===== src/rtl/button_pulser_pkg.sv =====
// Shared definitions for the button front end: hold-FSM encoding,
// default 50 MHz timing constants and a counter-width helper.
package button_pulser_pkg;

    typedef enum logic [1:0] {
        HOLD_IDLE   = 2'd0,
        HOLD_HELD   = 2'd1,
        HOLD_REPEAT = 2'd2
    } hold_state_e;

    localparam int CLK_HZ       = 50_000_000;
    localparam int DBC_10MS     = CLK_HZ / 100;
    localparam int HOLD_500MS   = CLK_HZ / 2;
    localparam int REPEAT_100MS = CLK_HZ / 10;

    // Bits needed to count 0 .. n-1, never less than one.
    function automatic int cnt_width(input int n);
        return (n < 2) ? 1 : $clog2(n);
    endfunction

endpackage


===== src/rtl/button_chan.sv =====
// One button channel: two-flop synchroniser, debounce counter, registered
// edge pulses and a hold/auto-repeat FSM producing step enables.
module button_chan
    import button_pulser_pkg::*;
#(
    parameter int DBC_CYCLES    = DBC_10MS,
    parameter int HOLD_CYCLES   = HOLD_500MS,
    parameter int REPEAT_CYCLES = REPEAT_100MS
) (
    input  logic clk,
    input  logic rst,
    input  logic btn_in,
    output logic btn_level,
    output logic btn_press,
    output logic btn_rel,
    output logic btn_step,
    output logic btn_long
);

    localparam int HMAX = (HOLD_CYCLES > REPEAT_CYCLES) ? HOLD_CYCLES : REPEAT_CYCLES;
    localparam int DW   = cnt_width(DBC_CYCLES);
    localparam int HW   = cnt_width(HMAX);

    localparam logic [DW-1:0] DBC_LAST  = DW'(DBC_CYCLES - 1);
    localparam logic [HW-1:0] HOLD_LAST = HW'(HOLD_CYCLES - 1);
    localparam logic [HW-1:0] REP_LAST  = HW'(REPEAT_CYCLES - 1);

    if (DBC_CYCLES < 1 || HOLD_CYCLES < 2 || REPEAT_CYCLES < 2) begin : g_bad_params
        $error("button_chan: illegal timing parameters");
    end

    logic          s1_q, s2_q;
    logic          deb_q, deb_d;
    logic [DW-1:0] dcnt_q, dcnt_d;
    logic          level_q;
    logic          press_q, press_d;
    logic          rel_q, rel_d;
    logic          step_q, step_d;
    logic          long_q, long_d;
    hold_state_e   state_q, state_d;
    logic [HW-1:0] htim_q, htim_d;

    logic rise, fall;

    // deb_q is the accepted level; level_q is its registered copy, so every
    // output (level, pulses, step, long) moves on the same edge.
    assign rise = deb_q & ~level_q;
    assign fall = ~deb_q & level_q;

    always_comb begin
        deb_d  = deb_q;
        dcnt_d = '0;
        if (s2_q != deb_q) begin
            if (dcnt_q == DBC_LAST) begin
                deb_d = s2_q;
            end else begin
                dcnt_d = dcnt_q + 1'b1;
            end
        end
    end

    always_comb begin
        press_d = rise;
        rel_d   = fall;
        state_d = state_q;
        htim_d  = htim_q;
        step_d  = 1'b0;
        long_d  = long_q;
        // A release wins over a coinciding timer expiry: no step that cycle.
        if (fall) begin
            state_d = HOLD_IDLE;
            htim_d  = '0;
            long_d  = 1'b0;
        end else begin
            case (state_q)
                HOLD_IDLE: begin
                    if (rise) begin
                        state_d = HOLD_HELD;
                        htim_d  = '0;
                        step_d  = 1'b1;
                    end
                end
                HOLD_HELD: begin
                    if (htim_q == HOLD_LAST) begin
                        state_d = HOLD_REPEAT;
                        htim_d  = '0;
                        step_d  = 1'b1;
                        long_d  = 1'b1;
                    end else begin
                        htim_d = htim_q + 1'b1;
                    end
                end
                HOLD_REPEAT: begin
                    if (htim_q == REP_LAST) begin
                        htim_d = '0;
                        step_d = 1'b1;
                    end else begin
                        htim_d = htim_q + 1'b1;
                    end
                end
                default: begin
                    state_d = HOLD_IDLE;
                    htim_d  = '0;
                    long_d  = 1'b0;
                end
            endcase
        end
    end

    always_ff @(posedge clk) begin
        if (rst) begin
            s1_q    <= 1'b0;
            s2_q    <= 1'b0;
            deb_q   <= 1'b0;
            dcnt_q  <= '0;
            level_q <= 1'b0;
            press_q <= 1'b0;
            rel_q   <= 1'b0;
            step_q  <= 1'b0;
            long_q  <= 1'b0;
            state_q <= HOLD_IDLE;
            htim_q  <= '0;
        end else begin
            s1_q    <= btn_in;
            s2_q    <= s1_q;
            deb_q   <= deb_d;
            dcnt_q  <= dcnt_d;
            level_q <= deb_q;
            press_q <= press_d;
            rel_q   <= rel_d;
            step_q  <= step_d;
            long_q  <= long_d;
            state_q <= state_d;
            htim_q  <= htim_d;
        end
    end

    assign btn_level = level_q;
    assign btn_press = press_q;
    assign btn_rel   = rel_q;
    assign btn_step  = step_q;
    assign btn_long  = long_q;

endmodule


===== src/rtl/button_pulser.sv =====
// Front end for the user buttons: N_BTN independent channels, each turning a
// raw pin into debounced level, press/release pulses and step enables.
module button_pulser
    import button_pulser_pkg::*;
#(
    parameter int N_BTN         = 4,
    parameter int DBC_CYCLES    = DBC_10MS,
    parameter int HOLD_CYCLES   = HOLD_500MS,
    parameter int REPEAT_CYCLES = REPEAT_100MS
) (
    input  logic             clk,
    input  logic             rst,
    input  logic [N_BTN-1:0] btn_in,
    output logic [N_BTN-1:0] btn_level,
    output logic [N_BTN-1:0] btn_press,
    output logic [N_BTN-1:0] btn_rel,
    output logic [N_BTN-1:0] btn_step,
    output logic [N_BTN-1:0] btn_long
);

    for (genvar gi = 0; gi < N_BTN; gi++) begin : g_chan
        button_chan #(
            .DBC_CYCLES    (DBC_CYCLES),
            .HOLD_CYCLES   (HOLD_CYCLES),
            .REPEAT_CYCLES (REPEAT_CYCLES)
        ) u_chan (
            .clk       (clk),
            .rst       (rst),
            .btn_in    (btn_in[gi]),
            .btn_level (btn_level[gi]),
            .btn_press (btn_press[gi]),
            .btn_rel   (btn_rel[gi]),
            .btn_step  (btn_step[gi]),
            .btn_long  (btn_long[gi])
        );
    end

endmodule


===== config.mk =====
export PLATFORM = sky130hd
export DESIGN_NAME = button_pulser
export DESIGN_NICKNAME = d
export VERILOG_FILES = /design/src/rtl/button_pulser_pkg.sv /design/src/rtl/button_chan.sv /design/src/rtl/button_pulser.sv
export SDC_FILE = /design/constraint.sdc
export NUM_CORES = 1
export LEC_CHECK = 0
export ABC_AREA = 1
export BUFFER_PORTS_ARGS = -buffer_cell sky130_fd_sc_hd__buf_4
export CORE_MARGIN = 3
export CORE_UTILIZATION = 50
export DETAILED_ROUTE_END_ITERATION = 10
export HOLD_SLACK_MARGIN = 0.12
export PLACE_DENSITY = 0.74
export SYNTH_ARGS = -nofsm -noshare
export SYNTH_HDL_FRONTEND = slang
export SYNTH_SLANG_ARGS = --single-unit
export TNS_END_PERCENT = 20

===== constraint.sdc =====
create_clock -name clk -period 5 [get_ports clk]
set_input_delay 0.25 -clock clk [delete_from_list [all_inputs] [get_ports clk]]
set_output_delay 0.25 -clock clk [all_outputs]
set_load 0.05 [all_outputs]

# ---- After elaboration in Yosys (flattened, before gate mapping)
# Index checks and enable logic that the tools add are counted.
# W data, S select, Z words.
dict set report totals {
  in_bits 6
  output_inout_bits 20
  regBits 216
}
dict set report classes {
  bitwise 28
  n_reduce_logical 28
  n_eq_ne 32
  mux 52
  addsub 8
}
# op count
set op_table {}
lappend op_table {{$mux W25} 12}
lappend op_table {{$pmux W25 S3} 4}
lappend op_table {{$add A25 B1 Y25 const B} 4}
lappend op_table {{$eq A25 B23 Y1 const B} 4}
lappend op_table {{$eq A25 B25 Y1 const B} 4}
lappend op_table {{$add A19 B1 Y19 const B} 4}
lappend op_table {{$eq A19 B19 Y1 const B} 4}
lappend op_table {{$pmux W2 S3} 4}
lappend op_table {{$not A1 Y1} 20}
lappend op_table {{$mux W1} 16}
lappend op_table {{$mux W2} 8}
lappend op_table {{$ne A2 B1 Y1 const B} 8}
lappend op_table {{$reduce_and A2 Y1} 8}
lappend op_table {{$reduce_or A2 Y1} 8}
lappend op_table {{$pmux W1 S3} 4}
lappend op_table {{$reduce_and A3 Y1} 4}
lappend op_table {{$reduce_or A3 Y1} 4}
lappend op_table {{$and A1 B1 Y1} 8}
lappend op_table {{$eq A2 B1 Y1 const B} 4}
lappend op_table {{$eq A2 B2 Y1 const B} 4}
lappend op_table {{$logic_not A2 Y1} 4}
lappend op_table {{$pmux W1 S2} 4}
lappend op_table {{$ne A1 B1 Y1} 4}

# ---- Longest topological paths before layout
dict set report depth {
  word_depth 4
  ltp_mapped 13
}

# ---- Cells and area by module
# Synthesis repeated with hierarchy kept, for this count alone.
dict set report hier_totals {
  hier_cells 1872
  area_unflattened_um2 12021.5
}
# module seq_area_each_um2 instances cells_per_inst area_per_inst_um2
set modules_own_cells {}
lappend modules_own_cells {{button_chan (g_chan[0].u_chan ...)} 1081.0 3 469 3005.4}
lappend modules_own_cells {{button_chan (g_chan[3].u_chan)} 1081.0 1 465 3005.4}

# ---- Worst setup path after synthesis
# Ideal clock, no wire load.
dict set report synth_path {
  path_type {flip-flop to flip-flop}
  startpoint {register g_chan[3].u_chan.htim_q[0]}
  endpoint {register g_chan[3].u_chan.htim_q[10]}
  slack_ns 3.353
  setup_time_ns 0.119
  stages_incl_launch_ff 14
  t_arrival_ns 1.529
  path_cell_list {dfxtp_1 > ha_1 > nand2_1 > nor2_4 > nand2_2 > nor2_2 > nand2_1 > nand2_2 > nand2_4 > nand2_4 > nand2_4 > nand2_4 > buf_12 > nor2_2}
}
dict set report synth_via {
  elab_chain_cells 3
}
# element line_no
set synth_lines {}
lappend synth_lines {{start, declared} button_chan.sv:41} ;# logic [HW-1:0] htim_q, htim_d;
lappend synth_lines {{start signal, assigned} button_chan.sv:134} ;# htim_q <= htim_d;
lappend synth_lines {{$add A25 B1 Y25, or another cell as far along} {button_chan.sv:90, button_chan.sv:98}}
lappend synth_lines {{$mux W25 (on tied branches)} {button_chan.sv:94, button_chan.sv:84}}
lappend synth_lines {{$pmux W25 S3 (*)} button_chan.sv:75} ;# case (state_q)
# Mark *: on every way between the ends. The rest lies on a longest branch, timed or not.
# A chain may end at the register's enable or synchronous reset.

# ---- Final worst setup path
dict set report layout_path {
  startpoint {register g_chan[2].u_chan.deb_q}
  endpoint {register g_chan[2].u_chan.htim_q[10]}
}
dict set report layout_via {
  elab_chain_cells 3
}
# element line_no
set layout_lines {}
lappend layout_lines {{start, declared} button_chan.sv:33} ;# logic deb_q, deb_d;
lappend layout_lines {{start signal, assigned} button_chan.sv:114} ;# deb_q <= 1'b0;
lappend layout_lines {{start signal, assigned} button_chan.sv:126} ;# deb_q <= deb_d;
lappend layout_lines {{$not A1 Y1} button_chan.sv:48} ;# assign fall = ~deb_q & level_q;
lappend layout_lines {{$and A1 B1 Y1} button_chan.sv:48}
lappend layout_lines {{$reduce_or A2 Y1 (no source line)} --}
lappend layout_lines {{end signal, assigned} button_chan.sv:134}
lappend layout_lines {{end, declared} button_chan.sv:41}
# Several ways; a longest one is shown, not always the timed one.

==> metrics.cfg <==
[run_status]
status=completed

[finish]
drive_gt1_share_pct=7.288
fill_cells=2251
area_growth_pct=9.982
diodes=0
layout.cells.most_common_list=419 x nand2_1, 340 x nor2_1, 228 x inv_1, 216 x dfxtp_1, 149 x nand3_1
final_nets=1877
final_common_cell=nand2_1

[run]
drv_cap=0

[timing]
slew_headroom_pct=44.31
fin_setup_tns_ns=0
rsz0062_at_grt=no
max_freq_mhz=405.0
worst_clock_skew_ns=0.02704
finalCritPeriodShare_pct=49.38
slew_viol_final=0
hold_violations=0
worst_pin_slew_ns=0.8354
setup_viol=0
fin_crit_ns=2.469

[detailed_routing]
detail-route-antenna-nets=0
highest_layer=met4
drtIter0Drc=939
route.detailed.drc=0
drtPass1Iterations=6
routed_wl_microns=26990
routed-via-count=11270
via_per_inst=5.171
wl_per_cell_microns=12.39
wl_met1_microns=12620
met2_length_microns=12330
wl_met3_microns=1433

[cts]
ctsResizeCount=0
cts-root-buf=clkbuf_16
clockBufferDepth=3
cts_inserted_buffers=25
clk_pin_slew_ns=0.06
clk_latency_ns=0.53
cts_htree_levels=1
cts.sinks=216
cts_tree=yes

[global_route]
antenna_found_initial=0
grt_pass1_wl_microns=47090
grtUsageTotal_pct=20.75
grt_max_degree=34
grt-ovfl-total=0
grt_pass1_vias=10490

[synth]
synthMuxAreaShare_pct=0
synth_ff_type=dfxtp_1
synth-xor-area-share_pct=2.713
synth-simple-area-share_pct=39.50
avgSynthCellArea_sq_um=6.503
yosys_warnings=0
synth_top_family_by_area=simple AND/OR/NAND/NOR gates
syn_area_sq_um=11950
synthCells=1837
yosys_register_bits=216
synthAdderAreaFrac_pct=2.514
synth_compound_gate_area_share_pct=8.913
synth_cell_types=50
async_reset_ff_share_pct=0
yosysSeqAreaShare_pct=36.20
synth-edff-count=0
syn_nets=1867

[pwr]
powerDensity_nw_per_um2=277.9
p_int_mw=2.875
ir_drop_v=0.0002664
switchingPower_mw=0.7769
pwr-share-comb_pct=1.3
switching_share_pct=21.28
p_leak_nw=4.778
p_total_mw=3.651
clkPwrFrac_pct=51.4
pwr-share-seq_pct=47.3

[floorplan]
start_util_pct=51.82
io_pins=26
placementRows=55
core_sq_um=23050
die_area_sq_um=25780
die_width_microns=160.6
die_h_microns=160.6

[critical_path]
cp_max_fo=20
crit_arrival_ns=2.87
crit_type=register to register
startpoint_type=register
crit_required_ns=5.40
end_kind=register

[placement]
routabilityCongestion=0.9509
hpwl_microns=19320
io_buffers=25

[worst_hold_path]
worstHoldPathType=register to register

[state kept, by name (all words and copies together), names as in the netlist]
register	count
g_chan.u_chan.deb_q	4
g_chan.u_chan.s1_q	4
g_chan.u_chan.btn_long	4
g_chan.u_chan.htim_q	100
g_chan.u_chan.btn_step	4
g_chan.u_chan.btn_press	4
g_chan.u_chan.s2_q	4
g_chan.u_chan.dcnt_q	76
g_chan.u_chan.state_q	8
g_chan.u_chan.btn_level	4
g_chan.u_chan.btn_rel	4
[logic make-up after synthesis]
logic type                 count (synthesis)
AOI/OAI and AO/OA                        192
xor gates and xnor gates                  37
adders and majority gates                 24
buffers and inverters                    287
DFF                                      216
and+or+nand+nor                         1081
[final cells by class]
class	instances	area (sq um)	share of cell area (%)
clock buffer	33	695.7	5.295
inverter	235	882.1	6.714
clock inverter	13	155.1	1.181
timing repair buffer	35	282.8	2.152
multi-input combinational	1334	6407	48.77
tap	313	391.6	2.981
sequential	216	4324	32.91
[per-layer routing]
layer / vias up / global-route usage [%]
met1: 5056 / 27.99
li1: 5886 / -
met5: - / 0
met3: 48 / 3.198
met4: 0 / 5.562
met2: 277 / 34.68
[power by group through the flow]
stage / Sequential [mW] / Clock, mW / Combinational, mW
after detailed placement: 1.76 / 0 / 0.0436
after global routing: 1.73 / 1.99 / 0.0536
after global placement: 1.76 / 0 / 0.0430
final: 1.73 / 1.88 / 0.0480
after CTS: 1.73 / 1.91 / 0.0485
after floorplan: 1.76 / 0 / 0.0328
[worst max-delay path, cell delays in order (launching register included)]
cell	delay, ns
dfxtp_1	0.35
inv_1	0.11
nor2_2	0.17
inv_1	0.08
nand2_1	0.52
inv_1	0.47
a21oi_4	0.51
nor2_1	0.10
[synth_stat cells (22+ instances only)]
master | instances | area (sq um)
nand2_1 | 419 | 1573
nor2_1 | 340 | 1276
inv_1 | 228 | 855.8
dfxtp_1 | 216 | 4324
nand3_1 | 149 | 745.7
a21oi_1 | 106 | 530.5
o21ai_0 | 50 | 250.2
nand4_1 | 47 | 294.0
nor3_1 | 45 | 225.2
xor2_1 | 26 | 227.7
ha_1 | 24 | 300.3
buf_4 | 22 | 165.2
[per-stage QoR]
step / area (sq um) / setup slack (ns) / util (%) / std cells / hold WS (ns)
after floorplan: 11950 / 3.353 / - / 1837 / 0.3570
after global placement: 12210 / 2.763 / 52.96 / 2125 / 0.3993
after detailed placement: 12210 / 2.628 / 52.96 / 2125 / 0.4025
after CTS: 13140 / 2.583 / 56.99 / 2179 / 0.4098
after global routing: 13140 / 2.376 / 56.99 / 2179 / 0.4355
final: 13140 / 2.531 / 56.99 / 2179 / 0.4022
[worst paths after layout]
| check | start | end | slack [ns] | cells after the start |
|---|---|---|---|---|
| worst max-delay path | g_chan[2].u_chan.deb_q | g_chan[2].u_chan.htim_q[10] | 2.53 | 7 |
| worst min-delay path | g_chan[2].u_chan.s1_q | g_chan[2].u_chan.s2_q | 0.40 | 2 |
| worst max register to register | g_chan[2].u_chan.deb_q | g_chan[2].u_chan.htim_q[10] | 2.53 | 7 |
| worst min register to register | g_chan[2].u_chan.s1_q | g_chan[2].u_chan.s2_q | 0.40 | 2 |
[timing repair]
item,CTS,global route
setup endpoints to repair,0,0
hold buffers,8,0
endpoints found under the hold margin,9,0
setup buffers,0,0
No activity file was read; power rests on OpenSTA's default activity.
